### config.mk
export PLATFORM = sky130hd
export DESIGN_NAME = cdf_datapath_flat
export DESIGN_NICKNAME = d
export VERILOG_FILES = /design/src/rtl/cdf_datapath_if.sv /design/src/rtl/cdf_datapath.sv /design/src/flat_wrapper.sv
export SDC_FILE = /design/constraint.sdc
export NUM_CORES = 1
export LEC_CHECK = 0
export BUFFER_PORTS_ARGS = -buffer_cell sky130_fd_sc_hd__buf_4
export CAP_MARGIN = 20
export CORE_ASPECT_RATIO = 0.7
export CORE_MARGIN = 1
export CORE_UTILIZATION = 45
export DETAILED_ROUTE_END_ITERATION = 12
export PLACE_DENSITY = 0.67
export SETUP_SLACK_MARGIN = 0.3
export SLEW_MARGIN = 40
export SYNTH_ARGS = -nofsm -noshare
export SYNTH_HDL_FRONTEND = slang
export SYNTH_SLANG_ARGS = --single-unit
### constraint.sdc
create_clock -name clk -period 2.1 [get_ports clk]
set_clock_uncertainty 0.05 [all_clocks]
set_input_delay 0.21 -clock clk [delete_from_list [all_inputs] [get_ports clk]]
set_output_delay 0.21 -clock clk [all_outputs]
set_load 0.02 [all_outputs]
### src/rtl/cdf_datapath_if.sv
// CDF datapath bundle: controller strobes, scratch-memory read/write ports and status.
//   master: controller/memory side (drives strobes and read data)
//   slave : cdf_datapath side (drives memory strobes, addresses, write data, status)
interface cdf_datapath_if #(
    parameter int unsigned DATA_W = 16,
    parameter int unsigned ADDR_W = 8
) ();
    logic              read_first_value;
    logic              read_next_value;
    logic              scratch_mem_read_ready;
    logic              cdf_computation_done;
    logic              cdf_done;
    logic              mem_rd_en;
    logic [ADDR_W-1:0] mem_rd_addr;
    logic [DATA_W-1:0] mem_rd_data;
    logic              mem_wr_en;
    logic [ADDR_W-1:0] mem_wr_addr;
    logic [DATA_W-1:0] mem_wr_data;
    logic              image_done;
    logic              protocol_err;

    modport master (
        output read_first_value, read_next_value, scratch_mem_read_ready,
               cdf_computation_done, cdf_done, mem_rd_data,
        input  mem_rd_en, mem_rd_addr, mem_wr_en, mem_wr_addr, mem_wr_data,
               image_done, protocol_err
    );

    modport slave (
        input  read_first_value, read_next_value, scratch_mem_read_ready,
               cdf_computation_done, cdf_done, mem_rd_data,
        output mem_rd_en, mem_rd_addr, mem_wr_en, mem_wr_addr, mem_wr_data,
               image_done, protocol_err
    );
endinterface

### src/rtl/cdf_datapath.sv
// CDF datapath: fetches histogram bins, keeps the running cumulative sum and
// writes each CDF entry back as a low half and a high half.
// Ports:
//   clk   - clock
//   reset - synchronous, active-high reset
//   bus   - cdf_datapath_if.slave (controller strobes, scratch read/write, status)
module cdf_datapath #(
    parameter int unsigned DATA_W    = 16,
    parameter int unsigned ADDR_W    = 8,
    parameter int unsigned NUM_BINS  = 64,
    parameter int unsigned HIST_BASE = 0,
    parameter int unsigned CDF_BASE  = 64
) (
    input  logic           clk,
    input  logic           reset,
    cdf_datapath_if.slave  bus
);
    localparam int unsigned IDX_W = $clog2(NUM_BINS + 1);
    localparam int unsigned ACC_W = 2 * DATA_W;

    typedef enum logic [2:0] {
        IDLE  = 3'd0,
        FETCH = 3'd1,
        ACCUM = 3'd2,
        WR_LO = 3'd3,
        WR_HI = 3'd4
    } state_e;

    state_e            state_q, state_d;
    logic [IDX_W-1:0]  idx_q, idx_d;
    logic [ACC_W-1:0]  acc_q, acc_d;
    logic [DATA_W-1:0] lat_q, lat_d;
    logic              mem_rd_en_q, mem_rd_en_d;
    logic [ADDR_W-1:0] mem_rd_addr_q, mem_rd_addr_d;
    logic              mem_wr_en_q, mem_wr_en_d;
    logic [ADDR_W-1:0] mem_wr_addr_q, mem_wr_addr_d;
    logic [DATA_W-1:0] mem_wr_data_q, mem_wr_data_d;
    logic              image_done_q, image_done_d;
    logic              protocol_err_q, protocol_err_d;

    logic [ADDR_W-1:0] cdf_lo_addr_c;
    logic              any_read_c;

    assign cdf_lo_addr_c = ADDR_W'(CDF_BASE) + (ADDR_W'(idx_q) << 1);
    assign any_read_c    = bus.read_first_value | bus.read_next_value;

    // Next-state and registered-output logic
    always_comb begin
        state_d        = state_q;
        idx_d          = idx_q;
        acc_d          = acc_q;
        lat_d          = lat_q;
        mem_rd_en_d    = 1'b0;
        mem_rd_addr_d  = mem_rd_addr_q;
        mem_wr_en_d    = 1'b0;
        mem_wr_addr_d  = mem_wr_addr_q;
        mem_wr_data_d  = mem_wr_data_q;
        image_done_d   = 1'b0;
        protocol_err_d = protocol_err_q;

        if (bus.cdf_done) begin
            // Image end overrides everything else arriving in the same cycle
            image_done_d = 1'b1;
            idx_d        = '0;
            state_d      = IDLE;
            if (state_q != IDLE) begin
                protocol_err_d = 1'b1;
            end
        end else begin
            unique case (state_q)
                IDLE: begin
                    if (bus.read_first_value) begin
                        idx_d          = '0;
                        acc_d          = '0;
                        protocol_err_d = bus.read_next_value;
                        mem_rd_en_d    = 1'b1;
                        mem_rd_addr_d  = ADDR_W'(HIST_BASE);
                        state_d        = FETCH;
                    end else if (bus.read_next_value) begin
                        if (idx_q < IDX_W'(NUM_BINS)) begin
                            mem_rd_en_d   = 1'b1;
                            mem_rd_addr_d = ADDR_W'(HIST_BASE) + ADDR_W'(idx_q);
                            state_d       = FETCH;
                        end else begin
                            protocol_err_d = 1'b1;
                        end
                    end
                end
                FETCH: begin
                    if (bus.scratch_mem_read_ready) begin
                        lat_d   = bus.mem_rd_data;
                        state_d = ACCUM;
                    end
                end
                ACCUM: begin
                    acc_d   = acc_q + ACC_W'(lat_q);
                    state_d = WR_LO;
                end
                WR_LO: begin
                    if (bus.cdf_computation_done) begin
                        mem_wr_en_d   = 1'b1;
                        mem_wr_addr_d = cdf_lo_addr_c;
                        mem_wr_data_d = acc_q[DATA_W-1:0];
                        state_d       = WR_HI;
                    end
                end
                WR_HI: begin
                    if (bus.cdf_computation_done) begin
                        mem_wr_en_d   = 1'b1;
                        mem_wr_addr_d = cdf_lo_addr_c + ADDR_W'(1);
                        mem_wr_data_d = acc_q[ACC_W-1:DATA_W];
                        idx_d         = idx_q + IDX_W'(1);
                        state_d       = IDLE;
                    end
                end
                default: state_d = IDLE;
            endcase

            // Out-of-place strobes flag an error; applied last so they win over the clear
            if (any_read_c && (state_q != IDLE)) begin
                protocol_err_d = 1'b1;
            end
            if (bus.scratch_mem_read_ready && (state_q != FETCH)) begin
                protocol_err_d = 1'b1;
            end
            if (bus.cdf_computation_done && (state_q != WR_LO) && (state_q != WR_HI)) begin
                protocol_err_d = 1'b1;
            end
        end
    end

    // State and output registers
    always_ff @(posedge clk) begin
        if (reset) begin
            state_q        <= IDLE;
            idx_q          <= '0;
            acc_q          <= '0;
            lat_q          <= '0;
            mem_rd_en_q    <= 1'b0;
            mem_rd_addr_q  <= '0;
            mem_wr_en_q    <= 1'b0;
            mem_wr_addr_q  <= '0;
            mem_wr_data_q  <= '0;
            image_done_q   <= 1'b0;
            protocol_err_q <= 1'b0;
        end else begin
            state_q        <= state_d;
            idx_q          <= idx_d;
            acc_q          <= acc_d;
            lat_q          <= lat_d;
            mem_rd_en_q    <= mem_rd_en_d;
            mem_rd_addr_q  <= mem_rd_addr_d;
            mem_wr_en_q    <= mem_wr_en_d;
            mem_wr_addr_q  <= mem_wr_addr_d;
            mem_wr_data_q  <= mem_wr_data_d;
            image_done_q   <= image_done_d;
            protocol_err_q <= protocol_err_d;
        end
    end

    assign bus.mem_rd_en    = mem_rd_en_q;
    assign bus.mem_rd_addr  = mem_rd_addr_q;
    assign bus.mem_wr_en    = mem_wr_en_q;
    assign bus.mem_wr_addr  = mem_wr_addr_q;
    assign bus.mem_wr_data  = mem_wr_data_q;
    assign bus.image_done   = image_done_q;
    assign bus.protocol_err = protocol_err_q;
endmodule

### src/flat_wrapper.sv
// flat-port wrapper written by rule: the top's interface ports become plain ports
module cdf_datapath_flat 
#(
    parameter int unsigned DATA_W    = 16,
    parameter int unsigned ADDR_W    = 8,
    parameter int unsigned NUM_BINS  = 64,
    parameter int unsigned HIST_BASE = 0,
    parameter int unsigned CDF_BASE  = 64
)
  (clk, reset, bus_read_first_value, bus_read_next_value, bus_scratch_mem_read_ready, bus_cdf_computation_done, bus_cdf_done, bus_mem_rd_data, bus_mem_rd_en, bus_mem_rd_addr, bus_mem_wr_en, bus_mem_wr_addr, bus_mem_wr_data, bus_image_done, bus_protocol_err);
  cdf_datapath_if #(.DATA_W(DATA_W), .ADDR_W(ADDR_W)) bus_i ();
  input  logic clk;
  input  logic reset;
  input wire logic [$bits(bus_i.read_first_value)-1:0] bus_read_first_value;
  input wire logic [$bits(bus_i.read_next_value)-1:0] bus_read_next_value;
  input wire logic [$bits(bus_i.scratch_mem_read_ready)-1:0] bus_scratch_mem_read_ready;
  input wire logic [$bits(bus_i.cdf_computation_done)-1:0] bus_cdf_computation_done;
  input wire logic [$bits(bus_i.cdf_done)-1:0] bus_cdf_done;
  input wire logic [$bits(bus_i.mem_rd_data)-1:0] bus_mem_rd_data;
  output wire logic [$bits(bus_i.mem_rd_en)-1:0] bus_mem_rd_en;
  output wire logic [$bits(bus_i.mem_rd_addr)-1:0] bus_mem_rd_addr;
  output wire logic [$bits(bus_i.mem_wr_en)-1:0] bus_mem_wr_en;
  output wire logic [$bits(bus_i.mem_wr_addr)-1:0] bus_mem_wr_addr;
  output wire logic [$bits(bus_i.mem_wr_data)-1:0] bus_mem_wr_data;
  output wire logic [$bits(bus_i.image_done)-1:0] bus_image_done;
  output wire logic [$bits(bus_i.protocol_err)-1:0] bus_protocol_err;
  assign bus_i.read_first_value = bus_read_first_value;
  assign bus_i.read_next_value = bus_read_next_value;
  assign bus_i.scratch_mem_read_ready = bus_scratch_mem_read_ready;
  assign bus_i.cdf_computation_done = bus_cdf_computation_done;
  assign bus_i.cdf_done = bus_cdf_done;
  assign bus_i.mem_rd_data = bus_mem_rd_data;
  assign bus_mem_rd_en = bus_i.mem_rd_en;
  assign bus_mem_rd_addr = bus_i.mem_rd_addr;
  assign bus_mem_wr_en = bus_i.mem_wr_en;
  assign bus_mem_wr_addr = bus_i.mem_wr_addr;
  assign bus_mem_wr_data = bus_i.mem_wr_data;
  assign bus_image_done = bus_i.image_done;
  assign bus_protocol_err = bus_i.protocol_err;
  cdf_datapath #(.DATA_W(DATA_W), .ADDR_W(ADDR_W), .NUM_BINS(NUM_BINS), .HIST_BASE(HIST_BASE), .CDF_BASE(CDF_BASE)) u_core (.clk(clk), .reset(reset), .bus(bus_i));
endmodule
; ---- After elaboration in Yosys (flattened, before gate mapping)
; Index checks and enable logic that the tools add are counted.
[op_classes]
addsub = 4
magnitude_cmp = 1
eq_ne = 15
muxes = 35
bitwise = 4
n_reduce_logical = 24
[op_table]
columns = cell, count
row1 = $pmux 32 s2, 1
row2 = $mux 8, 5
row3 = $add 32x16->32, 1
row4 = $mux 16, 2
row5 = $mux 32, 1
row6 = $pmux 16 s2, 1
row7 = $mux 3, 6
row8 = $pmux 8 s2, 1
row9 = $pmux 3 s5, 1
row10 = $mux 1, 14
row11 = $mux 7, 2
row12 = $pmux 7 s2, 1
row13 = $reduce_and 4->1, 3
row14 = $reduce_bool 2->1, 5
row15 = $reduce_and 3->1, 3
row16 = $add 7x8->8 const A, 1
row17 = $add 8x1->8 const B, 1
row18 = $ne 2x2->1 const B, 4
row19 = $add 7x1->7 const B, 1
row20 = $lt 7x7->1 const B, 1
row21 = $eq 3x2->1 const B, 2
row22 = $ne 3x2->1 const B, 2
row23 = $ne 3x3->1 const B, 2
row24 = $ne 6x6->1 const B, 1
row25 = 14 further kinds, 21
[totals]
regBits = 94
in_bits = 23
out_inout_bits = 36

; ---- Depth between registers and ports, before layout
[depth]
ltp_word = 9
depth_mapped = 10
ltp_nobuf = 9

; ---- Worst setup path before layout
; No wires, ideal clock.
[synth_path]
path_type = register -> register
from = register u_core.acc_q[0]
to = register u_core.acc_q[28]
setup_ns = 0.070
arrival_time_ns = 2.173
required_ns = 1.980
slack_ns = -0.194
stages_incl_launch_ff = 10
n_path_buf = 0
path_cell_list = dfxtp_1 -> ha_1 -> inv_1 -> fa_1 -> nand2b_1 -> a21oi_1 -> o22ai_1 -> o31a_1 -> or3_1 -> a21oi_1
[synth_between]
elab_chain_cells = 2
[synth_rtl]
columns = element, line_no
row1 = start: declaration, cdf_datapath.sv:31  ; logic [ACC_W-1:0] acc_q, acc_d;
row2 = start signal: assignment, cdf_datapath.sv:137  ; acc_q <= '0;
row3 = start signal: assignment, cdf_datapath.sv:149  ; acc_q <= acc_d;
row4 = $add 32x16->32, cdf_datapath.sv:96  ; acc_d = acc_q + ACC_W'(lat_q);
row5 = $pmux 32 s2, cdf_datapath.sv:70  ; unique case (state_q)
; No other way between the ends.
; A chain may end at the register's enable or synchronous reset.

; ---- Worst setup path in the final report
[layout_path]
from = register u_core.lat_q[0]
to = register u_core.acc_q[16]
[layout_between]
elab_chain_cells = 2
[layout_rtl]
columns = element, line_no
row1 = start: declaration, cdf_datapath.sv:32  ; logic [DATA_W-1:0] lat_q, lat_d;
row2 = start signal: assignment, cdf_datapath.sv:150  ; lat_q <= lat_d;
row3 = $add 32x16->32, cdf_datapath.sv:96
row4 = $pmux 32 s2, cdf_datapath.sv:70
; No other way between the ends.

==> out/qor.yml <==
finalHoldViolations: 0
dr_total_vias: 4922
layout_min_cycle_time_ns: 2.18
tightest_slew_ns: 0.636
fin_crit_sh_pct: 104
firstDrtPassIters: 5
multi_input_area_mm2: 0.00325
p_per_area_mw_per_mm2: 528
synthTopCellsByArea: "dfxtp_1 40%, nand2_1 7.6%, a21oi_1 6.2%"
gp_congestion: 0.943
clkSlewWorstSetupHoldPaths_ns: 0.06
synth_cells: 565
arrival_ns: 2.40
via_per_inst: 5.89
antenna_left: 0
clk_latency_ns: 0.35
crit_type: "flop to flop"
grt-ovfl-total: 0
synth_edf_count: 0
core-area_mm2: 0.00987
status: "finished with violations"
synth_common_cells: "94 x nand2_1, 93 x dfxtp_1, 61 x nor2_1, 58 x a21oi_1, 21 x clkbuf_1"
regArea_mm2: 0.00188
drcViolationCount: 0
setup_viol: 9
synth_area_mm2: 0.00465
cts_root_buf: "clkbuf_16"
cts_tree: "done"
final_cells: 835
violations: "negative setup slack"
cpPeakStageDelay_ns: 0.35
yosysTopAreaCell: "dfxtp_1"
peakVddDrop_v: 0.000496
dp_hpwl_mm: 9.90
path_buf_inv: 1
hold_path_class: "primary input to flop"
grt_max_degree: 31
fill_cells: 747
fp.dieH_um: 87.0
cts_num_sinks: 93
drt_iter0_drc: 441
critical_path.cell_chain: "ha_4, inv_2, fa_2, nand2b_4, a21oi_4, o22ai_2, o31a_1, or3_1, a21oi_1"
track_usage_pct: 27.1
crit_slowest_cell: "dfxtp_2"
synth.distinct_cells: 59
synth_top_area_share_pct: 40.1
post_drt_wl_per_cell_um: 19.1
cp_max_fo: 4
cp.required_ns: 2.32
rows: 30
ys_ff_latch: 93
cp_top_family: "compound AO/OA/AOI/OAI gates"
start_util_pct: 47.1
nNetsFinal: 744
area_delta_synth_final_pct: 50.3
io-pin-count: 59
power.total_mw: 3.68
async_reset_ff_share_pct: 0
drv_slew: 0
ys_seq_area_share_pct: 40.1
drive_above_1_share_pct: 41.3
fmax_ghz: 0.458
crit_path_end_kind: "flop"
yosysWarnings: 0
wirelength_mm: 15.9
slew-limit-headroom_pct: 57.5
die_area_mm2: 0.0107
p_leak_nw: 2.69
grt_pass1_vias: 4396
antenna_cells: 0
cts_max_path_buffers: 2
syn_nets: 606
worst_setup_path_start_kind: "flop"
htreeDepth: 3
post-synth-top-count-cell: "nand2_1"
utilization_pct: 70.7
maxCapViolCount: 0
rsz0062_at_grt: "yes"
dp_cells: 776
ys.flop_type: "dfxtp_1"
cts_hold_buf: 0
syn_area_per_cell_um2: 8.22
worst_slack_ns: -0.0817
grt_pass1_wl_mm: 22.2
antenna_found_initial: 0
cts_buffers: 9
die_w_um: 123
portBuffers: 57
hold_slack_ns: 0.0574
-- cell type report --
| class | instances | share of cell area, % |
|---|---|---|
| Clock buffer | 10 | 3.42 |
| Inverter | 10 | 0.537 |
| Multi-Input combinational cell | 429 | 46.5 |
| Timing Repair Buffer | 160 | 19.4 |
| Clock inverter | 5 | 0.842 |
| Sequential cell | 93 | 26.9 |
| Tap cell | 128 | 2.29 |
-- power by group --
part	internal (mW)	switching, mW
registers	1.77	0.0107
clock network	0.951	0.704
logic	0.101	0.143
-- cells in the final DEF, fill, tap and decap left out, types with 3 or more instances in the layout --
cell type  Yosys  final
buf_4          1    133
nand2_1       94     90
dfxtp_1       93     80
nor2_1        61     45
a21oi_1       58     41
buf_6          0     19
nand4_1       15     15
a21oi_2        1     14
a22o_1        14     14
ha_4           0     13
nor2_4         0     12
clkbuf_16      0     12
dfxtp_2        0     12
o21ai_0       14     10
xnor2_1       11     10
xor2_1        10     10
inv_1         10      9
a311oi_2       0      9
a22oi_1        8      8
nand2b_1       8      7
or3_1          8      7
mux2i_1        7      7
a311oi_1      15      6
nor3_1         8      6
a31o_2         5      5
o21a_1         5      5
nor2_2         0      4
a21oi_4        0      4
and3_1         6      4
and2_1         4      4
nand3_1        6      4
a21o_1         3      3
nor4_1         3      3
a211oi_4       0      3
o31ai_4        0      3
a211oi_2       0      3
ha_1          17      3
buf_8          0      3
-- logic make-up (layout without fill, tap and decap cells) --
logic type      count (synthesis)  after routing  share of synthesized area, %
simple gates                  228            228                          22.8
compound gates                154            154                          22.7
flops                          93             93                          40.1
buf+inv                        43            185                          3.85
xor+xnor                       21             21                          3.96
fa+ha+maj                      18             18                          5.01
mux                             7              7                          1.51
other cells                     1              1                        0.0807
-- through the flow --
stage	setup TNS, ns	setup WS (ns)	cell area (um^2)
floorplan	-0.240	-0.0506	4840
global placement	-0.446	-0.0857	5730
detailed placement	-1.02	-0.135	5730
CTS	-0.156	-0.0564	6320
global route	-1.37	-0.154	6980
finish	-0.397	-0.0817	6980
-- state kept, by name, indices dropped and copies added, names as in the netlist --
| register | cells |
|---|---|
| u_core.bus.mem_wr_en | 1 |
| u_core.bus.protocol_err | 1 |
| u_core.bus.mem_wr_addr | 8 |
| u_core.lat_q | 16 |
| u_core.state_q | 3 |
| u_core.bus.mem_wr_data | 16 |
| u_core.bus.image_done | 1 |
| u_core.idx_q | 7 |
| u_core.acc_q | 32 |
| u_core.bus.mem_rd_en | 1 |
| u_core.bus.mem_rd_addr | 7 |
-- per-layer routing --
layer / vias up / routed length, um / part of all wire [%] / global-route usage, %
met4: 0 / 198 / 1.2 / 6.24
met1: 2397 / 6980 / 44 / 38.3
met3: 24 / 1230 / 7.7 / 6.68
met5: - / 0 / 0 / 0
li1: 2310 / - / - / -
met2: 191 / 7520 / 47 / 41.4
-- worst paths after layout --
kind,startpoint,end,slack [ns],depth (start not counted)
worst min-delay path,bus_mem_rd_data[3],u_core.lat_q[3],0.06,3
worst min register to register,u_core.lat_q[15],u_core.lat_q[15],0.42,2
worst max-delay path,u_core.lat_q[0],u_core.acc_q[16],-0.08,9
worst max register to register,u_core.lat_q[0],u_core.acc_q[16],-0.08,9
-- tightest hold or removal path: stages --
cell,delay [ns]
buf_4,0.11
nand2_1,0.04
a21oi_1,0.05
-- timing repair --
item | CTS | global route
setup buffers | 15 | 22
pin swaps | 34 | 40
gates resized for setup | 41 | 93
setup endpoints to repair | 56 | 55
endpoints found under the hold margin | 0 | 0
gates cloned | 0 | 7
(Power assumes the default switching activity.)
